--- src/rtl/fifo_uart_tx_drain.sv ---
// Pops words from the FIFO read port and serialises them as UART frames (start, data LSB first, optional parity, stop).
// Latency: pop in cycle N, start bit on the line in cycle N+1; back-to-back frames are gap-free.
// Backpressure: pops only in IDLE or STOP when fifo_empty=0; an empty FIFO simply holds the line idle high.
module fifo_uart_tx_drain #(
    parameter int DATA_WIDTH = 8,
    parameter int CNT_W      = 3
) (
    input  logic                  clk,
    input  logic                  rst,
    input  logic                  fifo_empty,
    input  logic [DATA_WIDTH-1:0] fifo_rdata,
    input  logic                  par_en,
    input  logic                  par_typ,
    output logic                  fifo_rinc,
    output logic                  tx_out,
    output logic                  busy,
    output logic                  frame_done
);

    typedef enum logic [2:0] {
        IDLE,
        START,
        DATA,
        PARITY,
        STOP
    } state_t;

    state_t                  state;
    state_t                  state_nxt;
    logic [DATA_WIDTH-1:0]   shreg;
    logic                    par_bit;
    logic                    par_en_q;
    logic [CNT_W-1:0]        bitcnt;
    logic                    pop;
    logic                    last_bit;
    logic                    tx_nxt;

    assign pop       = !rst && !fifo_empty && (state == IDLE || state == STOP);
    assign fifo_rinc = pop;
    assign last_bit  = (bitcnt == CNT_W'(DATA_WIDTH - 1));

    always_comb begin
        state_nxt = state;
        tx_nxt    = 1'b1;
        case (state)
            IDLE:    if (pop) state_nxt = START;
            START:   state_nxt = DATA;
            DATA:    if (last_bit) state_nxt = par_en_q ? PARITY : STOP;
            PARITY:  state_nxt = STOP;
            STOP:    state_nxt = pop ? START : IDLE;
            default: state_nxt = IDLE;
        endcase

        // Line value is chosen for the state being entered so tx_out is registered with it.
        case (state_nxt)
            START:   tx_nxt = 1'b0;
            DATA:    tx_nxt = shreg[0];
            PARITY:  tx_nxt = par_bit;
            default: tx_nxt = 1'b1;
        endcase
    end

    always_ff @(posedge clk) begin
        if (rst) begin
            state      <= IDLE;
            tx_out     <= 1'b1;
            busy       <= 1'b0;
            frame_done <= 1'b0;
            shreg      <= '0;
            par_bit    <= 1'b0;
            par_en_q   <= 1'b0;
            bitcnt     <= '0;
        end else begin
            state      <= state_nxt;
            tx_out     <= tx_nxt;
            busy       <= (state_nxt != IDLE);
            frame_done <= (state_nxt == STOP);

            if (pop) begin
                shreg    <= fifo_rdata;
                par_bit  <= (^fifo_rdata) ^ par_typ;
                par_en_q <= par_en;
            end else if (state_nxt == DATA) begin
                shreg    <= shreg >> 1;
            end

            if (state == DATA) begin
                bitcnt <= bitcnt + CNT_W'(1);
            end else begin
                bitcnt <= '0;
            end
        end
    end

endmodule

--- config.mk ---
export PLATFORM = sky130hd
export DESIGN_NAME = fifo_uart_tx_drain
export DESIGN_NICKNAME = d
export VERILOG_FILES = /design/src/rtl/fifo_uart_tx_drain.sv
export SDC_FILE = /design/constraint.sdc
export NUM_CORES = 1
export LEC_CHECK = 0
export ABC_AREA = 0
export CORE_MARGIN = 1.5
export CORE_UTILIZATION = 63
export CTS_BUF_LIST = sky130_fd_sc_hd__clkbuf_2
export DETAILED_ROUTE_END_ITERATION = 7
export DONT_BUFFER_PORTS = 1
export PLACE_DENSITY_LB_ADDON = 0.08
export SYNTH_ARGS = -nofsm -noshare
export SYNTH_HDL_FRONTEND = slang
export SYNTH_SLANG_ARGS = --single-unit
--- constraint.sdc ---
create_clock -name clk -period 2.35 [get_ports clk]
set_input_delay 0.47 -clock clk [delete_from_list [all_inputs] [get_ports clk]]
set_output_delay 0.47 -clock clk [all_outputs]
set_load 0.05 [all_outputs]
# == Word level (Yosys, flattened, before mapping) ==
# Index checks and enable logic that the tools add are counted.
# word_totals
inputBits,13
word_cells,38
regBits,19
output_inout_bits,4
# op_classes
bitwise,2
n_eq_ne,9
addsub,1
mux,8
reduce_logical,10
# ops
op,count
8-bit 2-to-1 mux,2
3-bit one-hot mux with 5 select lines,1
3-bit by 2-bit == test with 1-bit output (second input constant),4
3-bit == test (second input constant),3
3-bit 2-to-1 mux,3
8-bit XOR reduction,1
3-bit by 1-bit == test with 1-bit output (second input constant),2
3-bit by 1-bit adder with 3-bit output (second input constant),1
3-bit zero test,1
1-bit one-hot mux with 3 select lines,1
3-bit nonzero test,1
1-bit logical AND,2
1-bit zero test,2
2-bit nonzero test,1
2-bit OR reduction,1
1-bit logical OR,1
1-bit 2-to-1 mux,1
1-bit NOT,1
1-bit bitwise XOR,1

# == Depth between registers and ports, before layout ==
# Gate-level depths: netlist of the first run.
# depth
ltp_word,8
ltp_mapped,6
depth_no_buf,6

# == Worst setup path before layout of the first run ==
# Ideal clock, no wire load.
# synth_timing
path_type,input-to-reg
from,input fifo_empty
to,register tx_out
path_buffers,1
arrival_time_ns,1.626
t_required_ns,2.210
cell_stages,6
setup_slack_ns,0.584
cell_sequence,or4_1 -> buf_2 -> clkinv_2 -> a41oi_2 -> a31oi_1 -> o221ai_1
# synth_between
elab_chain_cells,7
word_cells_on_any_way,10
classes_between,eq/ne: 3; mux: 4; reduce/logical: 3
# synth_rtl
item,line_no,rtl
"start, declared",10,"input logic fifo_empty,"
1-bit zero test (*),38,assign pop = !rst && !fifo_empty && (state == IDLE || state == STOP);
1-bit logical AND (*) (2 in series),38,
named net fifo_rinc,14,"output logic fifo_rinc,"
1-bit 2-to-1 mux or 3-bit 2-to-1 mux (tied branches),"50, 46",
3-bit one-hot mux with 5 select lines (*),45,case (state)
3-bit by 2-bit == test with 1-bit output or 3-bit by 1-bit == test with 1-bit output (tied branches),55,case (state_nxt)
1-bit one-hot mux with 3 select lines (*),55,
"end signal, assigned",75,tx_out <= tx_nxt;
"end, declared",15,"output logic tx_out,"
# The timed path passes the listed nets; every way through them passes the cells marked *.
# A chain may end at the register's enable or synchronous reset.

# == Worst setup path in the final report of the first run ==
# layout_timing
from,register state[0]
to,output fifo_rinc
# layout_between
elab_chain_cells,3
word_cells_on_any_way,4
classes_between,eq/ne: 1; reduce/logical: 3
# layout_rtl
item,line_no,rtl
"start, declared",28,state_t state;
"start signal, assigned",74,state <= state_nxt;
3-bit == test or 3-bit zero test (tied branches),38,
1-bit logical OR (*),38,
1-bit logical AND (*),38,
"end, declared",14,
# Mark *: on every way between the ends. The rest lies on a longest branch, timed or not.

==> reports/metrics.csv, run 1 <==
stage,metric,value,unit
drt,metal1 wirelength,770,um
worst_setup_path,Worst setup EP type,output pin,
yosys,Post-Syn Instances,95,
worst_setup_path,worst reg2reg path depth,6,
worst_setup_path,R2R Path Start,bitcnt[0]$_SDFF_PP0_,
yosys,syn_area_per_cell,9.15,um2
drt,WL/cell,14.4,um
drt,DRT Pass-1 Iters,4,
worst_setup_path,crit-path max FO,10,
clocking,Root Driver,clkbuf_2,
worst_hold_path,Hold EP,shreg[7]$_SDFFE_PP0P_,
clocking,hold buffer count at CTS,0,
floorplanning,Die ar.,1610,um2
placement,post-detail-place hpwl,1200,um
yosys,post-synth net total,110,
final_layout,"most common cell after layout, fill and taps aside",dfxtp_1,
floorplanning,core area,1300,um2
drt,top layer in use,met4,
worst_hold_path,Min-Delay Path Class,in2reg,
drt,routed via count,656,
worst_setup_path,Critical Path Source Type,flip-flop,
drt,met3 WL post-DR,80,um
drt,Routed Antenna Nets,0,
worst_setup_path,reg2reg end,shreg[0]$_SDFFE_PP0P_,
worst_hold_path,hold_sp,rst,
worst_setup_path,max incr delay on CP,590,ps
floorplanning,Die W,40.2,um
timing,Final setup viols,0,
global_route,largest net degree at the start of global routing,14,
yosys,Post-synth EDFFs,0,
clocking,Worst-path clk slew,190,ps
timing,Worst-Margin Slew,483,ps
worst_setup_path,worst path cell trace,"or4_1, clkinv_2",
global_route,Total GRT Usage,22.9,%
clocking,CTS tree,done,
run_status,outcome,finished clean,
final_layout,"commonest cells after routing, fill and taps aside","dfxtp_1, nand2_1, nor2_1",
floorplanning,I/O pin cnt,17,
final_layout,Fillers,121,
worst_hold_path,Hold Crit Depth,1,
worst_setup_path,R2R Setup Slk,450,ps
timing,fmax,490,MHz
yosys,post-synth cell types,32,
final_layout,nets@finish,112,
global_route,initial antenna violation count,0,
clocking,post_cts resized,0,
timing,final number of max-transition violations,0,
timing,Clock Skew,18.7,ps
clocking,total clock sinks,19,
timing,max_slew headroom,67.8,%
global_route,first-pass GRT wire length,2400,um
clocking,Clock Latency Late Sink,320,ps
pwr,Max VDD drop,510,uV
floorplanning,Rows,13,
drt,DR iter-0 viols,23,
yosys,ys flop type,dfxtp_1,
flow_run,maxcap violations,0,
drt,Vias/cell,5.91,
pwr,pwr dens,685,nW/um2
timing,Final Hold Vio Count,0,
global_route,vias in the first global route,575,
floorplanning,Die H,40.2,um
worst_setup_path,"Arr. time, crit path",1570,ps
timing,final worst-path cycle share,86.9,%
timing,total negative slack,0,ps
drt,Residual DRC,0,
worst_setup_path,Crit-path slowest cell,or4_1,
placement,I/O Buffers,0,
worst_setup_path,CP top delay family,simple AND/OR/NAND/NOR gates,
drt,DRT Wirelength,1600,um
drt,met2 WL post-DR,726,um
timing,Hold WS,182,ps
global_route,GRT overflow,0,
final_layout,Syn-to-layout area delta,3.45,%
timing,Final min period,2040,ps
pwr,P_leak,0.369,nW
yosys,synth warn,0,
placement,routability cong.,0.836,
worst_setup_path,CP Buf/Inv Count,1,
yosys,Yosys reg bits,19,
final_layout,Inserted Diodes,0,
clocking,H-tree Lvls,1,
floorplanning,Initial Util,66.8,%
final_layout,fraction of layout cells with a size suffix above 1,9.38,%
clocking,post-CTS setup buffer count,0,
yosys,asr flop ratio synth,0,%
clocking,Clock Tree Buf Depth,2,
clocking,CTS Buf Count,3,
worst_setup_path,kind of critical path,reg2out,
worst_setup_path,WP data required,1880,ps
yosys,Mapped Area,870,um2
yosys,sequential area share after synthesis,43.7,%
timing,RSZ-0062 raised after global routing,false,
power by group:
group / switching, mW / total [mW] / leakage, nW / internal, mW
clock: 0.102 / 0.147 / 0.0166 / 0.0451
sequential: 0.0238 / 0.370 / 0.156 / 0.346
combinational: 0.0518 / 0.0993 / 0.197 / 0.0476
state kept, by name, indices dropped and copies added, names as in the netlist:
register,count
busy,1
bitcnt,3
state,3
shreg,8
par_en_q,1
tx_out,1
par_bit,1
frame_done,1
metal layers:
layer	vias up	GRT usage, %
li1	340	-
met1	296	30.5
met2	18	34.7
met3	2	5.56
met4	0	10.3
met5	-	0
synthesized netlist by cell type (all sizes together) (2+ instances only):
master / count / area (um2)
xor2: 2 / 17.5
nor3: 2 / 10.0
nor2b: 2 / 12.5
nand2: 14 / 52.6
a311oi: 5 / 43.8
mux2i: 2 / 20.0
nor2: 9 / 33.8
inv: 2 / 7.51
xnor2: 4 / 35.0
ha: 2 / 25.0
o21ai: 6 / 30.0
a21oi: 3 / 15.0
clkbuf: 3 / 11.3
or3b: 2 / 17.5
dfxtp: 19 / 380
and3: 2 / 12.5
nand2b: 2 / 12.5
nand3: 2 / 10.0
through the flow:
step           std cells  power [mW]  setup slack, ps  util (%)  area, um2
2_1_floorplan         95       0.460              584         -        870
3_3_place_gp         107       0.472              520      67.6        880
3_5_place_dp         107       0.477              450      67.6        880
4_1_cts              111       0.620              297      69.1        900
5_1_grt              111       0.642              242      69.1        900
6_report             111       0.616              309      69.1        900
worst register-to-register path: stages, from the launching register on:
cell and delay, ps:
dfxtp_1 350, ha_1 200, ha_1 220, or3b_1 440, o211ai_4 310, nor2_1 80
a311oi_1 240
how the worst max path moves through the flow:
stage,startpoint,end,cells after the start
after CTS,state[0]$_SDFF_PP0_,fifo_rinc,2
after global routing,state[0]$_SDFF_PP0_,fifo_rinc,2
after floorplan,fifo_empty,tx_out$_SDFF_PP1_,6
after detailed placement,bitcnt[0]$_SDFF_PP0_,shreg[0]$_SDFFE_PP0P_,6
final,state[0]$_SDFF_PP0_,fifo_rinc,2
after global placement,bitcnt[0]$_SDFF_PP0_,shreg[3]$_SDFFE_PP0P_,6
layout make-up:
cell class                      instances  area, um2  area share [%]
Timing Repair Buffer                    1       7.51           0.834
Tap cell                               15       18.8            2.09
Inverter                                3       12.5            1.39
Sequential cell                        19        380            42.3
Multi-Input combinational cell         69        460            51.2
Clock buffer                            4       20.0            2.23
cells by family after synthesis:
kind of cell | Yosys count | share of synthesized area, %
buf+inv | 7 | 3.31
flops | 19 | 43.7
mux | 2 | 2.30
simple gates | 38 | 20.9
compound gates | 20 | 18.3
fa+ha+maj | 2 | 2.88
xor+xnor | 7 | 8.63
No activity file was read; power rests on OpenSTA's default activity.
==> run 2: changes to the inputs <==
--- a/config.mk
+++ b/config.mk
@@ -7,7 +7,10 @@
 export LEC_CHECK = 0
 export ABC_AREA = 0
+export CELL_PAD_IN_SITES_DETAIL_PLACEMENT = 0
+export CELL_PAD_IN_SITES_GLOBAL_PLACEMENT = 2
 export CORE_MARGIN = 1.5
-export CORE_UTILIZATION = 63
+export CORE_UTILIZATION = 38
 export CTS_BUF_LIST = sky130_fd_sc_hd__clkbuf_2
+export CTS_CLUSTER_DIAMETER = 50
 export DETAILED_ROUTE_END_ITERATION = 7
 export DONT_BUFFER_PORTS = 1
==> constraint.sdc (replaced) <==
create_clock -name clk -period 2.35 [get_ports clk]
set_input_delay 0.47 -clock clk [delete_from_list [all_inputs] [get_ports clk]]
set_output_delay 0.47 -clock clk [all_outputs]
set_load 0.1 [all_outputs]
==> reports/metrics.csv, run 2 (synthesized netlist as in run 1, its figures left out) <==
stage,metric,value,unit
timing,final number of max-transition violations,0,
clocking,post-CTS setup buffer count,0,
timing,Final min period,2160,ps
final_layout,Syn-to-layout area delta,7.91,%
drt,DRT Wirelength,1770,um
final_layout,largest registers,"shreg: 8 flops, bitcnt: 3 flops, state: 3 flops",
global_route,largest net degree at the start of global routing,14,
placement,post-detail-place hpwl,1300,um
floorplanning,I/O pin cnt,17,
floorplanning,core area,2190,um2
timing,fmax,463,MHz
timing,Worst-Margin Slew,514,ps
clocking,CTS tree,done,
worst_setup_path,R2R Setup Slk,400,ps
floorplanning,Die W,50.8,um
final_layout,fraction of layout cells with a size suffix above 1,12.1,%
clocking,hold buffer count at CTS,0,
worst_hold_path,hold_sp,rst,
placement,routability cong.,0.753,
worst_setup_path,reg2reg end,shreg[1]$_SDFFE_PP0P_,
worst_setup_path,crit path launch,state[0]$_SDFF_PP0_,
timing,total negative slack,0,ps
global_route,first-pass GRT wire length,3090,um
worst_setup_path,CP top delay family,simple AND/OR/NAND/NOR gates,
pwr,Total Power,0.639,mW
timing,Final setup viols,0,
clocking,total clock sinks,19,
clocking,Clock Tree Buf Depth,2,
pwr,P_leak,0.384,nW
worst_setup_path,R2R Path Start,bitcnt[0]$_SDFF_PP0_,
clocking,Root Driver,clkbuf_2,
worst_setup_path,kind of critical path,reg2out,
drt,DRT Pass-1 Iters,4,
floorplanning,Rows,17,
drt,Residual DRC,0,
drt,DR iter-0 viols,8,
flow_run,maxcap violations,0,
timing,RSZ-0062 raised after global routing,false,
clocking,H-tree Lvls,1,
worst_setup_path,WP data required,1880,ps
final_layout,nets@finish,115,
pwr,pwr dens,681,nW/um2
clocking,post_cts resized,0,
clocking,CTS Buf Count,3,
timing,Hold WS,189,ps
final_layout,Inserted Diodes,0,
final_layout,Largest register FFs,8,
final_layout,Final Non-Filler Cells,127,
timing,Final Hold Vio Count,0,
worst_setup_path,worst reg2reg path depth,6,
drt,WL/cell,13.9,um
worst_hold_path,Hold Crit Depth,1,
worst_setup_path,worst path cell trace,"or4_1, clkinv_2",
global_route,initial antenna violation count,0,
worst_setup_path,"Arr. time, crit path",1690,ps
drt,routed via count,662,
timing,Clock Skew,4.94,ps
drt,Routed Antenna Nets,0,
run_status,outcome,finished clean,
placement,Placed Cells,123,
worst_setup_path,Critical Path Source Type,flip-flop,
global_route,GRT overflow,0,
drt,Vias/cell,5.21,
final_layout,"Core Util, Final",42.8,%
floorplanning,Initial Util,39.7,%
final_layout,"commonest cells after routing, fill and taps aside","dfxtp_1, nand2_1, nor2_1",
worst_hold_path,Min-Delay Path Class,in2reg,
worst_hold_path,Hold EP,shreg[7]$_SDFFE_PP0P_,
worst_setup_path,CP Buf/Inv Count,1,
clocking,Clock Latency Late Sink,310,ps
floorplanning,Die H,50.8,um
final_layout,"most common cell after layout, fill and taps aside",dfxtp_1,
timing,max_slew headroom,65.7,%
timing,final worst-path cycle share,92.0,%
worst_setup_path,max incr delay on CP,580,ps
global_route,vias in the first global route,682,
worst_setup_path,crit-path max FO,10,
worst_setup_path,Worst setup EP type,output pin,
global_route,Total GRT Usage,16.6,%
final_layout,Largest Register,shreg,
pwr,Max VDD drop,283,uV
worst_setup_path,Crit-path slowest cell,or4_1,
placement,I/O Buffers,0,
floorplanning,Die ar.,2580,um2
clocking,Worst-path clk slew,190,ps
-- run 2: report_power, final --
group          switching (mW)  total (mW)  internal [mW]
Sequential             0.0141       0.360          0.346
Combinational          0.0761       0.127         0.0510
Clock                   0.107       0.152         0.0451
-- run 2: final cells by class --
type,instances,area [um2]
Fill cell,221,1250
Sequential cell,19,380
Inverter,3,12.5
Tap cell,28,35.0
Clock buffer,4,20.0
Multi-Input combinational cell,69,460
Timing Repair Buffer,4,30.0
-- run 2: routing by layer --
layer	up-vias	share of wire, %	GRT usage [%]
li1	342	-	-
met1	305	49	22.4
met3	2	5.2	4.09
met4	0	0.91	9.46
met2	13	45	24.1
met5	-	0	0
-- run 2: how the worst max path moves through the flow --
stage | endpoint | slack, ps | cells past startpoint
finish | fifo_rinc | 190 | 2
global route | fifo_rinc | 110 | 2
CTS | fifo_rinc | 160 | 2
detailed placement | tx_out$_SDFF_PP1_ | 450 | 5
global placement | tx_out$_SDFF_PP1_ | 460 | 5
floorplan | tx_out$_SDFF_PP1_ | 450 | 6
-- run 2: metrics by stage --
step	setup slack, ps	instance area [um2]
CTS	162	938
global placement	462	918
global route	107	938
detailed placement	447	918
floorplan	454	870
finish	188	938
==> run 3: changes to the inputs <==
- PLACE_DENSITY: default -> 0.78
- PLACE_DENSITY_LB_ADDON: 0.08 -> default
==> reports/metrics.csv, run 3 (synthesized netlist as in run 1, its figures left out) <==
stage,metric,value,unit
timing,Clock Skew,24.8,ps
worst_setup_path,Critical Path Source Type,flip-flop,
drt,WL/cell,12.8,um
floorplanning,I/O pin cnt,17,
timing,Worst-Margin Slew,482,ps
pwr,Max VDD drop,328,uV
global_route,largest net degree at the start of global routing,14,
pwr,pwr dens,669,nW/um2
timing,Final min period,2160,ps
final_layout,fraction of layout cells with a size suffix above 1,13.0,%
clocking,hold buffer count at CTS,0,
clocking,Root Driver,clkbuf_2,
timing,total negative slack,0,ps
drt,routed via count,665,
clocking,H-tree Lvls,1,
worst_setup_path,R2R Setup Slk,380,ps
worst_setup_path,cell count along the critical path,2,
final_layout,nets@finish,116,
placement,routability cong.,0.802,
worst_setup_path,"Arr. time, crit path",1690,ps
placement,post-detail-place hpwl,1260,um
floorplanning,Initial Util,39.7,%
worst_hold_path,Hold Crit Depth,1,
worst_setup_path,WP data required,1880,ps
worst_setup_path,CP top delay family,simple AND/OR/NAND/NOR gates,
final_layout,Inserted Diodes,0,
floorplanning,Rows,17,
floorplanning,Die H,50.8,um
clocking,post-CTS setup buffer count,0,
worst_setup_path,crit-path max FO,8,
final_layout,Final Non-Filler Cells,128,
flow_run,maxcap violations,0,
final_layout,Largest register FFs,8,
drt,Vias/cell,5.20,
global_route,first-pass GRT wire length,2900,um
global_route,initial antenna violation count,0,
pwr,P_leak,0.385,nW
clocking,Clock Latency Late Sink,320,ps
placement,I/O Buffers,0,
clocking,CTS Buf Count,3,
worst_setup_path,Crit-path slowest cell,or4_1,
worst_hold_path,Min-Delay Path Class,in2reg,
clocking,Clock Tree Buf Depth,2,
timing,Final setup viols,0,
worst_setup_path,kind of critical path,reg2out,
final_layout,largest registers,"shreg: 8 flops, bitcnt: 3 flops, state: 3 flops",
clocking,CTS tree,done,
placement,Placed Cells,124,
floorplanning,Die W,50.8,um
clocking,Worst-path clk slew,210,ps
timing,final worst-path cycle share,92.1,%
final_layout,Largest Register,shreg,
worst_setup_path,Worst setup EP type,output pin,
drt,DR iter-0 viols,18,
global_route,GRT overflow,0,
drt,Residual DRC,0,
timing,RSZ-0062 raised after global routing,false,
timing,final number of max-transition violations,0,
timing,Final Hold Vio Count,0,
clocking,post_cts resized,0,
worst_setup_path,worst reg2reg path depth,5,
timing,fmax,462,MHz
final_layout,Syn-to-layout area delta,9.06,%
final_layout,"most common cell after layout, fill and taps aside",dfxtp_1,
floorplanning,core area,2190,um2
floorplanning,Die ar.,2580,um2
global_route,Total GRT Usage,15.2,%
timing,max_slew headroom,67.8,%
worst_setup_path,worst path cell trace,"or4_1, clkinv_2",
global_route,vias in the first global route,640,
drt,DRT Pass-1 Iters,4,
run_status,outcome,finished clean,
clocking,total clock sinks,19,
drt,DRT Wirelength,1640,um
final_layout,"commonest cells after routing, fill and taps aside","dfxtp_1, nand2_1, nor2_1",
worst_setup_path,CP Buf/Inv Count,1,
worst_setup_path,max incr delay on CP,590,ps
drt,Routed Antenna Nets,0,
-- run 3: cell types whose count changed in the layout (fill, tap and decap cells not counted) --
cell	before	now
clkinvlp_4	0	1
clkbuf_2	4	3
buf_4	4	5
-- run 3: area by class of cell --
cell class / instances / area [um2]
fill: 237 / 1240
multi-input combinational: 69 / 460
sequential: 19 / 380
timing repair buffer: 5 / 37.5
tap: 28 / 35.0
clock buffer: 3 / 15.0
inverter: 3 / 12.5
clock inverter: 1 / 7.51
-- run 3: worst paths after layout --
kind                         from                    end
max reg2reg   state[0]$_SDFF_PP0_  shreg[0]$_SDFFE_PP0P_
min                           rst    state[0]$_SDFF_PP0_
min reg2reg  bitcnt[0]$_SDFF_PP0_   bitcnt[0]$_SDFF_PP0_
max           state[0]$_SDFF_PP0_              fifo_rinc
-- run 3: layer usage --
layer  wire length [um]  share of wire (%)  up-vias  GRT usage, %
li1                   -                  -      348             -
met1                769                 47      298          21.0
met2                771                 47       17          23.0
met3                 94                5.7        2          2.92
met4                  8               0.49        0          6.76
met5                  0                  0        -             0
-- run 3: report_power, final --
group	leakage, nW	internal (mW)	switching (mW)
registers	0.156	0.346	0.0136
logic	0.217	0.0523	0.0771
clock network	0.0126	0.0397	0.106
-- run 3: through the flow --
| stage | worst slack (ps) | power [mW] | utilization, % | instance area, um2 | hold slack, ps |
|---|---|---|---|---|---|
| finish | 185 | 0.634 | 43.3 | 948 | 182 |
| global route | 68.9 | 0.676 | 43.3 | 948 | 116 |
| CTS | 149 | 0.646 | 43.3 | 948 | 153 |
| detailed placement | 357 | 0.497 | 42.3 | 926 | 427 |
| global placement | 416 | 0.496 | 42.3 | 926 | 428 |
| floorplan | 454 | 0.475 | - | 870 | 404 |
